**src/rtl/mod_sumrest_arbiter_if.sv**
```systemverilog
// Requester-side bus of the sum/rest arbiter.
// Both requesters share this bundle:
//   REQ0/REQ1, OP0/OP1, A0/B0, A1/B1 : request, opcode (0 sum, 1 rest) and operands
//   GNT0/GNT1                        : one-cycle accept pulse (combinational in IDLE)
//   SEL, RES, COUT                   : registered mux select, result, carry/borrow
//   DONE0/DONE1                      : one-cycle result-valid pulse to the winner
//   BUSY                             : high whenever the arbiter is not IDLE
// Modport slave is the arbiter side; modport master is the requester side.
interface mod_sumrest_arbiter_if #(
  parameter int unsigned W = 8
);
  logic         REQ0;
  logic         REQ1;
  logic         OP0;
  logic         OP1;
  logic [W-1:0] A0;
  logic [W-1:0] B0;
  logic [W-1:0] A1;
  logic [W-1:0] B1;
  logic         GNT0;
  logic         GNT1;
  logic         SEL;
  logic [W-1:0] RES;
  logic         COUT;
  logic         DONE0;
  logic         DONE1;
  logic         BUSY;

  modport slave (
    input  REQ0, REQ1, OP0, OP1, A0, B0, A1, B1,
    output GNT0, GNT1, SEL, RES, COUT, DONE0, DONE1, BUSY
  );

  modport master (
    output REQ0, REQ1, OP0, OP1, A0, B0, A1, B1,
    input  GNT0, GNT1, SEL, RES, COUT, DONE0, DONE1, BUSY
  );
endinterface

```
**src/rtl/mod_sumrest_arbiter.sv**
```systemverilog
// Two-requester round-robin arbiter in front of a shared W-bit add/subtract unit.
// Ports:
//   CLK   : clock, all state on the rising edge
//   RST_N : synchronous active-low reset
//   bus   : mod_sumrest_arbiter_if.slave (requests, operands, grants, results)
// Flow: IDLE (grant + latch operands) -> EXEC (compute) -> DONE (result pulse)
// -> IDLE, giving one operation every three cycles.
module mod_sumrest_arbiter #(
  parameter int unsigned W = 8
) (
  input  logic                  CLK,
  input  logic                  RST_N,
  mod_sumrest_arbiter_if.slave  bus
);

  typedef enum logic [1:0] {
    S_IDLE,
    S_EXEC,
    S_DONE
  } state_t;

  state_t       state_q, state_d;
  logic         last_q, last_d;   // 1: requester 1 was served last
  logic         win_q, win_d;     // latched winner id
  logic         op_q, op_d;
  logic [W-1:0] a_q, a_d;
  logic [W-1:0] b_q, b_d;
  logic         sel_q, sel_d;
  logic [W-1:0] res_q, res_d;
  logic         cout_q, cout_d;
  logic         done0_q, done0_d;
  logic         done1_q, done1_d;
  logic         busy_q, busy_d;

  logic         gnt0, gnt1;
  logic [W:0]   sum_w;
  logic [W:0]   diff_w;

  always_comb begin
    state_d = state_q;
    last_d  = last_q;
    win_d   = win_q;
    op_d    = op_q;
    a_d     = a_q;
    b_d     = b_q;
    sel_d   = sel_q;
    res_d   = res_q;
    cout_d  = cout_q;
    busy_d  = busy_q;
    done0_d = 1'b0;
    done1_d = 1'b0;
    gnt0    = 1'b0;
    gnt1    = 1'b0;

    // One extra bit: MSB is the carry for the sum and the borrow (A<B) for
    // the rest, since |A-B| < 2^W.
    sum_w  = {1'b0, a_q} + {1'b0, b_q};
    diff_w = {1'b0, a_q} - {1'b0, b_q};

    case (state_q)
      S_IDLE: begin
        if (RST_N) begin
          // Requester 0 wins alone, or on a tie when requester 1 went last.
          if (bus.REQ0 && (!bus.REQ1 || last_q)) begin
            gnt0 = 1'b1;
          end else if (bus.REQ1) begin
            gnt1 = 1'b1;
          end
        end
        if (gnt0 || gnt1) begin
          win_d   = gnt1;
          last_d  = gnt1;
          op_d    = gnt1 ? bus.OP1 : bus.OP0;
          a_d     = gnt1 ? bus.A1  : bus.A0;
          b_d     = gnt1 ? bus.B1  : bus.B0;
          sel_d   = gnt1 ? bus.OP1 : bus.OP0;
          busy_d  = 1'b1;
          state_d = S_EXEC;
        end
      end
      S_EXEC: begin
        res_d   = op_q ? diff_w[W-1:0] : sum_w[W-1:0];
        cout_d  = op_q ? diff_w[W]     : sum_w[W];
        done0_d = ~win_q;
        done1_d = win_q;
        state_d = S_DONE;
      end
      S_DONE: begin
        busy_d  = 1'b0;
        state_d = S_IDLE;
      end
      default: begin
        busy_d  = 1'b0;
        state_d = S_IDLE;
      end
    endcase
  end

  always_ff @(posedge CLK) begin
    if (!RST_N) begin
      state_q <= S_IDLE;
      last_q  <= 1'b1;
      win_q   <= 1'b0;
      op_q    <= 1'b0;
      a_q     <= '0;
      b_q     <= '0;
      sel_q   <= 1'b0;
      res_q   <= '0;
      cout_q  <= 1'b0;
      done0_q <= 1'b0;
      done1_q <= 1'b0;
      busy_q  <= 1'b0;
    end else begin
      state_q <= state_d;
      last_q  <= last_d;
      win_q   <= win_d;
      op_q    <= op_d;
      a_q     <= a_d;
      b_q     <= b_d;
      sel_q   <= sel_d;
      res_q   <= res_d;
      cout_q  <= cout_d;
      done0_q <= done0_d;
      done1_q <= done1_d;
      busy_q  <= busy_d;
    end
  end

  assign bus.GNT0  = gnt0;
  assign bus.GNT1  = gnt1;
  assign bus.SEL   = sel_q;
  assign bus.RES   = res_q;
  assign bus.COUT  = cout_q;
  assign bus.DONE0 = done0_q;
  assign bus.DONE1 = done1_q;
  assign bus.BUSY  = busy_q;

endmodule

```
**src/flat_wrapper.sv**
```systemverilog
// flat-port wrapper written by rule: the top's interface ports become plain ports
module mod_sumrest_arbiter_flat 
#(
  parameter int unsigned W = 8
)
  (CLK, RST_N, bus_REQ0, bus_REQ1, bus_OP0, bus_OP1, bus_A0, bus_B0, bus_A1, bus_B1, bus_GNT0, bus_GNT1, bus_SEL, bus_RES, bus_COUT, bus_DONE0, bus_DONE1, bus_BUSY);
  mod_sumrest_arbiter_if #(.W(W)) bus_i ();
  input  logic CLK;
  input  logic RST_N;
  input wire logic [$bits(bus_i.REQ0)-1:0] bus_REQ0;
  input wire logic [$bits(bus_i.REQ1)-1:0] bus_REQ1;
  input wire logic [$bits(bus_i.OP0)-1:0] bus_OP0;
  input wire logic [$bits(bus_i.OP1)-1:0] bus_OP1;
  input wire logic [$bits(bus_i.A0)-1:0] bus_A0;
  input wire logic [$bits(bus_i.B0)-1:0] bus_B0;
  input wire logic [$bits(bus_i.A1)-1:0] bus_A1;
  input wire logic [$bits(bus_i.B1)-1:0] bus_B1;
  output wire logic [$bits(bus_i.GNT0)-1:0] bus_GNT0;
  output wire logic [$bits(bus_i.GNT1)-1:0] bus_GNT1;
  output wire logic [$bits(bus_i.SEL)-1:0] bus_SEL;
  output wire logic [$bits(bus_i.RES)-1:0] bus_RES;
  output wire logic [$bits(bus_i.COUT)-1:0] bus_COUT;
  output wire logic [$bits(bus_i.DONE0)-1:0] bus_DONE0;
  output wire logic [$bits(bus_i.DONE1)-1:0] bus_DONE1;
  output wire logic [$bits(bus_i.BUSY)-1:0] bus_BUSY;
  assign bus_i.REQ0 = bus_REQ0;
  assign bus_i.REQ1 = bus_REQ1;
  assign bus_i.OP0 = bus_OP0;
  assign bus_i.OP1 = bus_OP1;
  assign bus_i.A0 = bus_A0;
  assign bus_i.B0 = bus_B0;
  assign bus_i.A1 = bus_A1;
  assign bus_i.B1 = bus_B1;
  assign bus_GNT0 = bus_i.GNT0;
  assign bus_GNT1 = bus_i.GNT1;
  assign bus_SEL = bus_i.SEL;
  assign bus_RES = bus_i.RES;
  assign bus_COUT = bus_i.COUT;
  assign bus_DONE0 = bus_i.DONE0;
  assign bus_DONE1 = bus_i.DONE1;
  assign bus_BUSY = bus_i.BUSY;
  mod_sumrest_arbiter #(.W(W)) u_core (.CLK(CLK), .RST_N(RST_N), .bus(bus_i));
endmodule
```
**config.mk**
```make
export PLATFORM = sky130hd
export DESIGN_NAME = mod_sumrest_arbiter_flat
export DESIGN_NICKNAME = d
export VERILOG_FILES = /design/src/rtl/mod_sumrest_arbiter_if.sv /design/src/rtl/mod_sumrest_arbiter.sv /design/src/flat_wrapper.sv
export SDC_FILE = /design/constraint.sdc
export NUM_CORES = 1
export LEC_CHECK = 0
export CORE_MARGIN = 10
export CORE_UTILIZATION = 35
export CTS_CLUSTER_DIAMETER = 80
export CTS_CLUSTER_SIZE = 20
export DETAILED_ROUTE_END_ITERATION = 10
export GPL_ROUTABILITY_DRIVEN = 0
export PLACE_DENSITY = 0.59
export SYNTH_ARGS = -nofsm -noshare
export SYNTH_HDL_FRONTEND = slang
export SYNTH_SLANG_ARGS = --single-unit
```
**constraint.sdc**
```tcl
create_clock -name CLK -period 3.2 [get_ports CLK]
set_input_delay 0.64 -clock CLK [delete_from_list [all_inputs] [get_ports CLK]]
set_output_delay 0.64 -clock CLK [all_outputs]
set_load 0.05 [all_outputs]
```
==> metrics.yaml, run 1 <==
status:
  outcome: "finished clean"
route:
  wl_per_cell_um: 14.4
  drt_iter0_markers: 55
  post-route-drc-count: 0
  finalWirelength_um: 5290
  drtPass1Iterations: 4
  via_count_of_the_routed_design: 1856
  final_antenna_net_count: 0
  viasPerCell: 5.04
worst_setup_path:
  path_max_fanout: 8
  critical_path_required_ps: 2560
  worstReg2RegStart: "u_core.b_q[0]"
  timing.critical_path.arrival_ps: 1920
  cp_slowest_cell: "clkdlybuf4s50_1"
  worstSetupStartpointType: "input port"
  crit_start: "bus_REQ1"
  sort_of_element_at_the_end_of_the_critical_path: "output pin"
  worst_path_largest_cell_delay_ps: 490
  crit_path_cell_trace: "clkdlybuf4s50_1 > a21boi_2 > nand2_1 > inv_1 > buf_12"
  timing.setup.critical_path_class: "in -> out"
synth:
  synth_top_family_by_area: "simple AND/OR/NAND/NOR gates"
  synth_seq_area_share_pct: 31.7
  yosys.area_share.adder_pct: 12.1
  synth_edf_count: 0
  synth_compound_gate_area_share_pct: 21.3
  synthArstFlopShare_pct: 0
  postSynthNetCount: 302
  postSynthCellCount: 245
  post_synth_mux_area_share_pct: 6.25
  post_synth_xor_area_fraction_pct: 0.421
  synth.cell_area_um2: 2080
  yosys_warnings: 0
  synth-simple-area-share_pct: 21.5
  syn_avg_cell_area_um2: 8.50
  synth-main-ff-cell: "dfxtp_1"
  ys_types: 44
  post_synthesis_sequential_element_count: 33
cts:
  clock-sinks: 33
  cts_post_setup_buffers_inserted: 0
  ctsHoldBuffers: 0
  numCtsBuffers: 5
  cts_resized: 0
  clk_pin_slew_ps: 70
  clock_tree_from_tritoncts: "done"
  clockRootBuffer: "clkbuf_8"
  cts.path.max_buffers: 2
  insertion_delay_ps: 280
  cts_htree_levels: 2
final_layout:
  n_fill_cell: 608
  syn2layout_area_growth_pct: 32.9
  finish.utilization_pct: 47.3
  multi_input_gate_area_in_the_final_layout_um2: 1280
  finalNonFillerCells: 368
  antenna-diode-count: 0
  final_layout_size_suffix_gt1_share_pct: 7.17
  finalNetCount: 350
  register_area_um2: 661
sta:
  timing.final.setup_violations: 0
  worst_slew_margin_rel_pct: 54.8
  postLayoutSetupSlackWorst_ps: 637
  layout_min_cycle_time_ps: 2560
  tightestPinTransition_ps: 669
  report.final.hold_viol_count: 0
  final-max-slew-violation-count: 0
  fin_skew_ps: 3.72
  period_share_pct: 80.1
  fin_tns_setup_ps: 0
  grt_setup_unrepaired: "no"
  max_freq_mhz: 390
min_path:
  hold_path.class: "reg -> reg"
  worstHoldStart: "u_core.win_q"
die:
  height_of_the_die_um: 97.1
  die-width_um: 97.1
  rows: 28
  die_area_um2: 9430
  initial_utilization_pct: 35.6
  ioPinCount: 53
  core_region_area_um2: 5850
pwr:
  totalPowerFinal_mw: 1.22
  ir_worst_vdd_v: 0.000170
  power-per-cell-area_nw_per_um2: 442
  leakage_nw: 1.24
placed_design:
  numPortBuffers: 52
  detailed_place_hpwl_um: 4060
  pre_cts_slack_ps: 638
  place.detailed.instances: 361
grt:
  initial_antenna_violation_count: 0
  grt_max_degree: 47
  gr-usage-all-layers_pct: 10.8
  grt_remaining_overflow: 0
  global_route_wire_length_before_repair_um: 8740
  grt_pass1_vias: 1828
run:
  max_cap_violations: 0
-- state kept, by name (all words and copies together) (netlist names) --
| name | cells |
|---|---|
| u_core.a_q | 8 |
| u_core.last_q | 1 |
| u_core.bus.DONE1 | 1 |
| u_core.win_q | 1 |
| u_core.bus.COUT | 1 |
| u_core.op_q | 1 |
| u_core.bus.DONE0 | 1 |
| u_core.b_q | 8 |
| u_core.bus.RES | 8 |
| u_core.state_q | 2 |
| u_core.bus.BUSY | 1 |
-- per-stage QoR --
step	cell area (µm²)	hold slack (ps)
2_1_floorplan	2080	405
3_3_place_gp	2680	440
3_5_place_dp	2680	439
4_1_cts	2770	447
5_1_grt	2770	475
6_report	2770	438
-- cells by family (layout without fill, tap and decap cells) --
| kind of cell | count (synthesis) | after routing |
|---|---|---|
| and+or+nand+nor | 84 | 84 |
| buffers and inverters | 32 | 80 |
| muxes | 13 | 13 |
| AOI/OAI and AO/OA | 63 | 63 |
| DFF | 33 | 33 |
| xor gates and xnor gates | 1 | 1 |
| adders and majority gates | 19 | 19 |
-- synthesized netlist by cell type, types with 5 or more instances --
master / instances / area, µm²
dfxtp_1: 33 / 661
nand3_1: 33 / 165
o21ai_0: 19 / 95.1
ha_1: 17 / 213
inv_1: 16 / 60.1
nand2_1: 16 / 60.1
mux2i_1: 13 / 130
clkbuf_1: 10 / 37.5
o211a_1: 8 / 80.1
a21oi_1: 7 / 35.0
nand2b_1: 6 / 37.5
nor2b_1: 6 / 37.5
and3_1: 5 / 31.3
-- worst paths after layout --
kind	end	slack, ps	depth (start not counted)
max reg2reg	u_core.bus.COUT	930	7
max	bus_GNT1	640	5
min	u_core.bus.DONE0	440	1
min reg2reg	u_core.bus.DONE0	440	1
-- layout by cell type (no fill, tap or decap), types with 3 or more instances in the layout --
cell             instances
nand2b_1                 6
a21oi_1                  7
dfxtp_1                 33
clkbuf_8                 6
o21a_1                   4
nor2b_1                  6
nand3_1                 33
o211ai_1                 3
buf_4                    5
o211a_1                  8
nor3b_1                  3
and3_1                   5
clkdlybuf4s50_1         50
nand3b_1                 3
mux2i_1                 13
nor2_1                   4
o311ai_0                 3
nand2_1                 16
ha_1                    17
inv_1                   16
o21ai_0                 19
o31a_1                   3
-- critical path: cells and delay by family --
kind	cells	cell delay [ps]
buffers and inverters	3	750
AND/OR/NAND/NOR	1	150
AO/OA/AOI/OAI	1	370
-- metal layers --
layer | share of wire (%) | track usage (%) | routed length [µm]
met1 | 49 | 13.3 | 2590
met2 | 42 | 16.5 | 2210
met3 | 7.1 | 4.41 | 378
met4 | 2.0 | 4.20 | 104
met5 | 0 | 0 | 0
-- power by group --
group	switching, mW	internal [mW]	total (mW)
combinational	0.230	0.183	0.412
sequential	0.0318	0.452	0.484
clock	0.156	0.170	0.326
-- cell type report --
type	count	share of cell area (%)
inverter	16	2.17
clock buffer	6	2.99
clock inverter	1	0.271
timing repair buffer	57	20.9
multi-input combinational	180	46.4
tap	75	3.39
sequential	33	23.9
Power figures use the tool's default switching activity.
==> run 2: changes to the inputs <==
PLACE_DENSITY = 0.62   (was 0.59)
clock period = 2.2 ns   (was 3.2 ns; I/O delays follow)
==> run 2 against run 1 <==
Clock skew rose by 1.5 ps. Critical path type unchanged. Sequential share of layout area shrank 0.46 points. Die area unchanged. Flip-flop and latch count is the same. First-iteration DRC count decreased by 7.3%. Clock-buffer cell count is 1 higher. Register-to-register slack got worse by 810 ps. Largest power group unchanged. Design area increased by 1.9%. Cell count is 2.2% higher.
==> metrics.yaml, run 2 (synthesized netlist as in run 1, its figures left out) <==
worst_setup_path:
  path_max_fanout: 3  # -5
  sort_of_element_at_the_end_of_the_critical_path: "output pin"
  crit_path_cell_trace: "clkdlybuf4s50_1 > nor3b_1 > nand3_1 > inv_1 > buf_12"
  timing.critical_path.arrival_ps: 1640  # -280 ps
  worstSetupStartpointType: "input port"
  critical_path_required_ps: 1760  # -800 ps
  cp_slowest_cell: "clkdlybuf4s50_1"
  timing.setup.critical_path_class: "in -> out"
  worst_path_largest_cell_delay_ps: 480  # about the same
  r2r_slack_ps: 120  # -810 ps
grt:
  initial_antenna_violation_count: 0  # unchanged
  global_route_wire_length_before_repair_um: 9090  # +4.0%
  gr-usage-all-layers_pct: 11.2  # +0.32 points
  grt_remaining_overflow: 0  # unchanged
  grt_pass1_vias: 1957  # +7.1%
  grt_max_degree: 47  # unchanged
route:
  met3RoutedLength_um: 292  # -23%
  max_used_layer: "met4"
  viasPerCell: 4.99  # -0.97%
  wl_per_cell_um: 13.9  # -3.4%
  via_count_of_the_routed_design: 1878  # +1.2%
  drt_iter0_markers: 51  # -7.3%
  final_antenna_net_count: 0  # unchanged
  drtPass1Iterations: 4  # unchanged
  met2_routed_wl_um: 2290  # +3.3%
  routedLengthMet1_um: 2550  # -1.5%
  finalWirelength_um: 5220  # -1.3%
  post-route-drc-count: 0  # unchanged
final_layout:
  final_layout_size_suffix_gt1_share_pct: 9.63  # +2.5 points
  finalNetCount: 358  # +2.3%
  n_fill_cell: 586  # -3.6%
  syn2layout_area_growth_pct: 35.5
  commonest_cells_after_routing_fill_and_taps_aside: "49 x clkdlybuf4s50_1, 33 x nand3_1, 33 x dfxtp_1"
  register_area_um2: 661  # unchanged
  antenna-diode-count: 0  # unchanged
  finish.utilization_pct: 48.2  # +0.92 points
  most_frequent_standard_cell_in_the_layout_excluding_fill_and_tap_cells: "clkdlybuf4s50_1"
  multi_input_gate_area_in_the_final_layout_um2: 1280  # unchanged
sta:
  period_share_pct: 94.6
  final-max-slew-violation-count: 0  # unchanged
  tightestPinTransition_ps: 534  # -135 ps
  worst_slew_margin_rel_pct: 64.4  # +9.6 points
  report.final.hold_viol_count: 0  # unchanged
  timing.final.setup_violations: 0  # unchanged
  fin_skew_ps: 5.24  # +1.52 ps
  layout_min_cycle_time_ps: 2080
  grt_setup_unrepaired: "no"
  fin_tns_setup_ps: 0  # unchanged
  max_freq_mhz: 481
pwr:
  ir_worst_vdd_v: 0.000264  # +56%
  power-per-cell-area_nw_per_um2: 633  # +43%
  leakage_nw: 1.28  # +3.4%
cts:
  clock_tree_from_tritoncts: "done"
  insertion_delay_ps: 280  # about the same
  ctsHoldBuffers: 0  # unchanged
  cts.path.max_buffers: 2  # unchanged
  cts_resized: 0  # unchanged
  cts_post_setup_buffers_inserted: 0  # unchanged
  clock-sinks: 33  # unchanged
  clockRootBuffer: "clkbuf_8"
  cts_htree_levels: 2  # unchanged
  numCtsBuffers: 5  # unchanged
  clk_pin_slew_ps: 60  # about the same
die:
  ioPinCount: 53  # unchanged
  die-width_um: 97.1  # unchanged
  core_region_area_um2: 5850  # unchanged
  rows: 28  # unchanged
  die_area_um2: 9430  # unchanged
  height_of_the_die_um: 97.1  # unchanged
  initial_utilization_pct: 35.6  # unchanged
placed_design:
  detailed_place_hpwl_um: 4100  # +1.1%
  numPortBuffers: 52  # unchanged
min_path:
  hold_path.class: "reg -> reg"
status:
  outcome: "finished clean"
run:
  max_cap_violations: 0  # unchanged
[run 2: cell types whose count changed in the layout (fill, tap and decap cells not counted)]
cell / change
buf_4: +9
clkbuf_1: +1
clkdlybuf4s50_1: -1
clkinvlp_4: -1
[run 2: final cells by class]
class / instances / area share (%)
Clock buffer: 7 / 3.06
Inverter: 16 / 2.13
Timing Repair Buffer: 65 / 22.5
Sequential cell: 33 / 23.4
Multi-Input combinational cell: 180 / 45.5
Tap cell: 75 / 3.33
[run 2: worst paths after layout]
path / start / to / cells after the start
setup / recovery: RST_N / bus_GNT0 / 5
hold / removal: u_core.win_q / u_core.bus.DONE0 / 1
setup reg to reg: u_core.b_q[1] / u_core.bus.RES[5] / 7
hold reg to reg: u_core.win_q / u_core.bus.DONE0 / 1
[run 2: through the flow]
step | hold slack [ps] | area, µm² | power (mW) | worst slack [ps] | std cells
final | 447 | 2820 | 1.79 | 120 | 376
after global routing | 468 | 2820 | 1.89 | 24.4 | 376
after CTS | 443 | 2820 | 1.81 | 101 | 376
after detailed placement | 432 | 2730 | 1.34 | 99.5 | 369
after global placement | 436 | 2730 | 1.33 | 128 | 369
after floorplan | 405 | 2080 | 1.12 | 139 | 245
[run 2: critical path: cells and delay by family]
family | cells | cell delay, ps
and+or+nand+nor | 2 | 450
buffers and inverters | 3 | 750
[run 2: power by group]
group | internal (mW) | switching (mW)
logic | 0.287 | 0.335
registers | 0.658 | 0.0488
clock network | 0.248 | 0.208
[run 2: metal layers]
metal  GRT usage [%]  up-vias
met2            17.8       41
met3            3.49        6
met4            4.43        0
li1                -      995
met1            13.5      836
met5               0        -
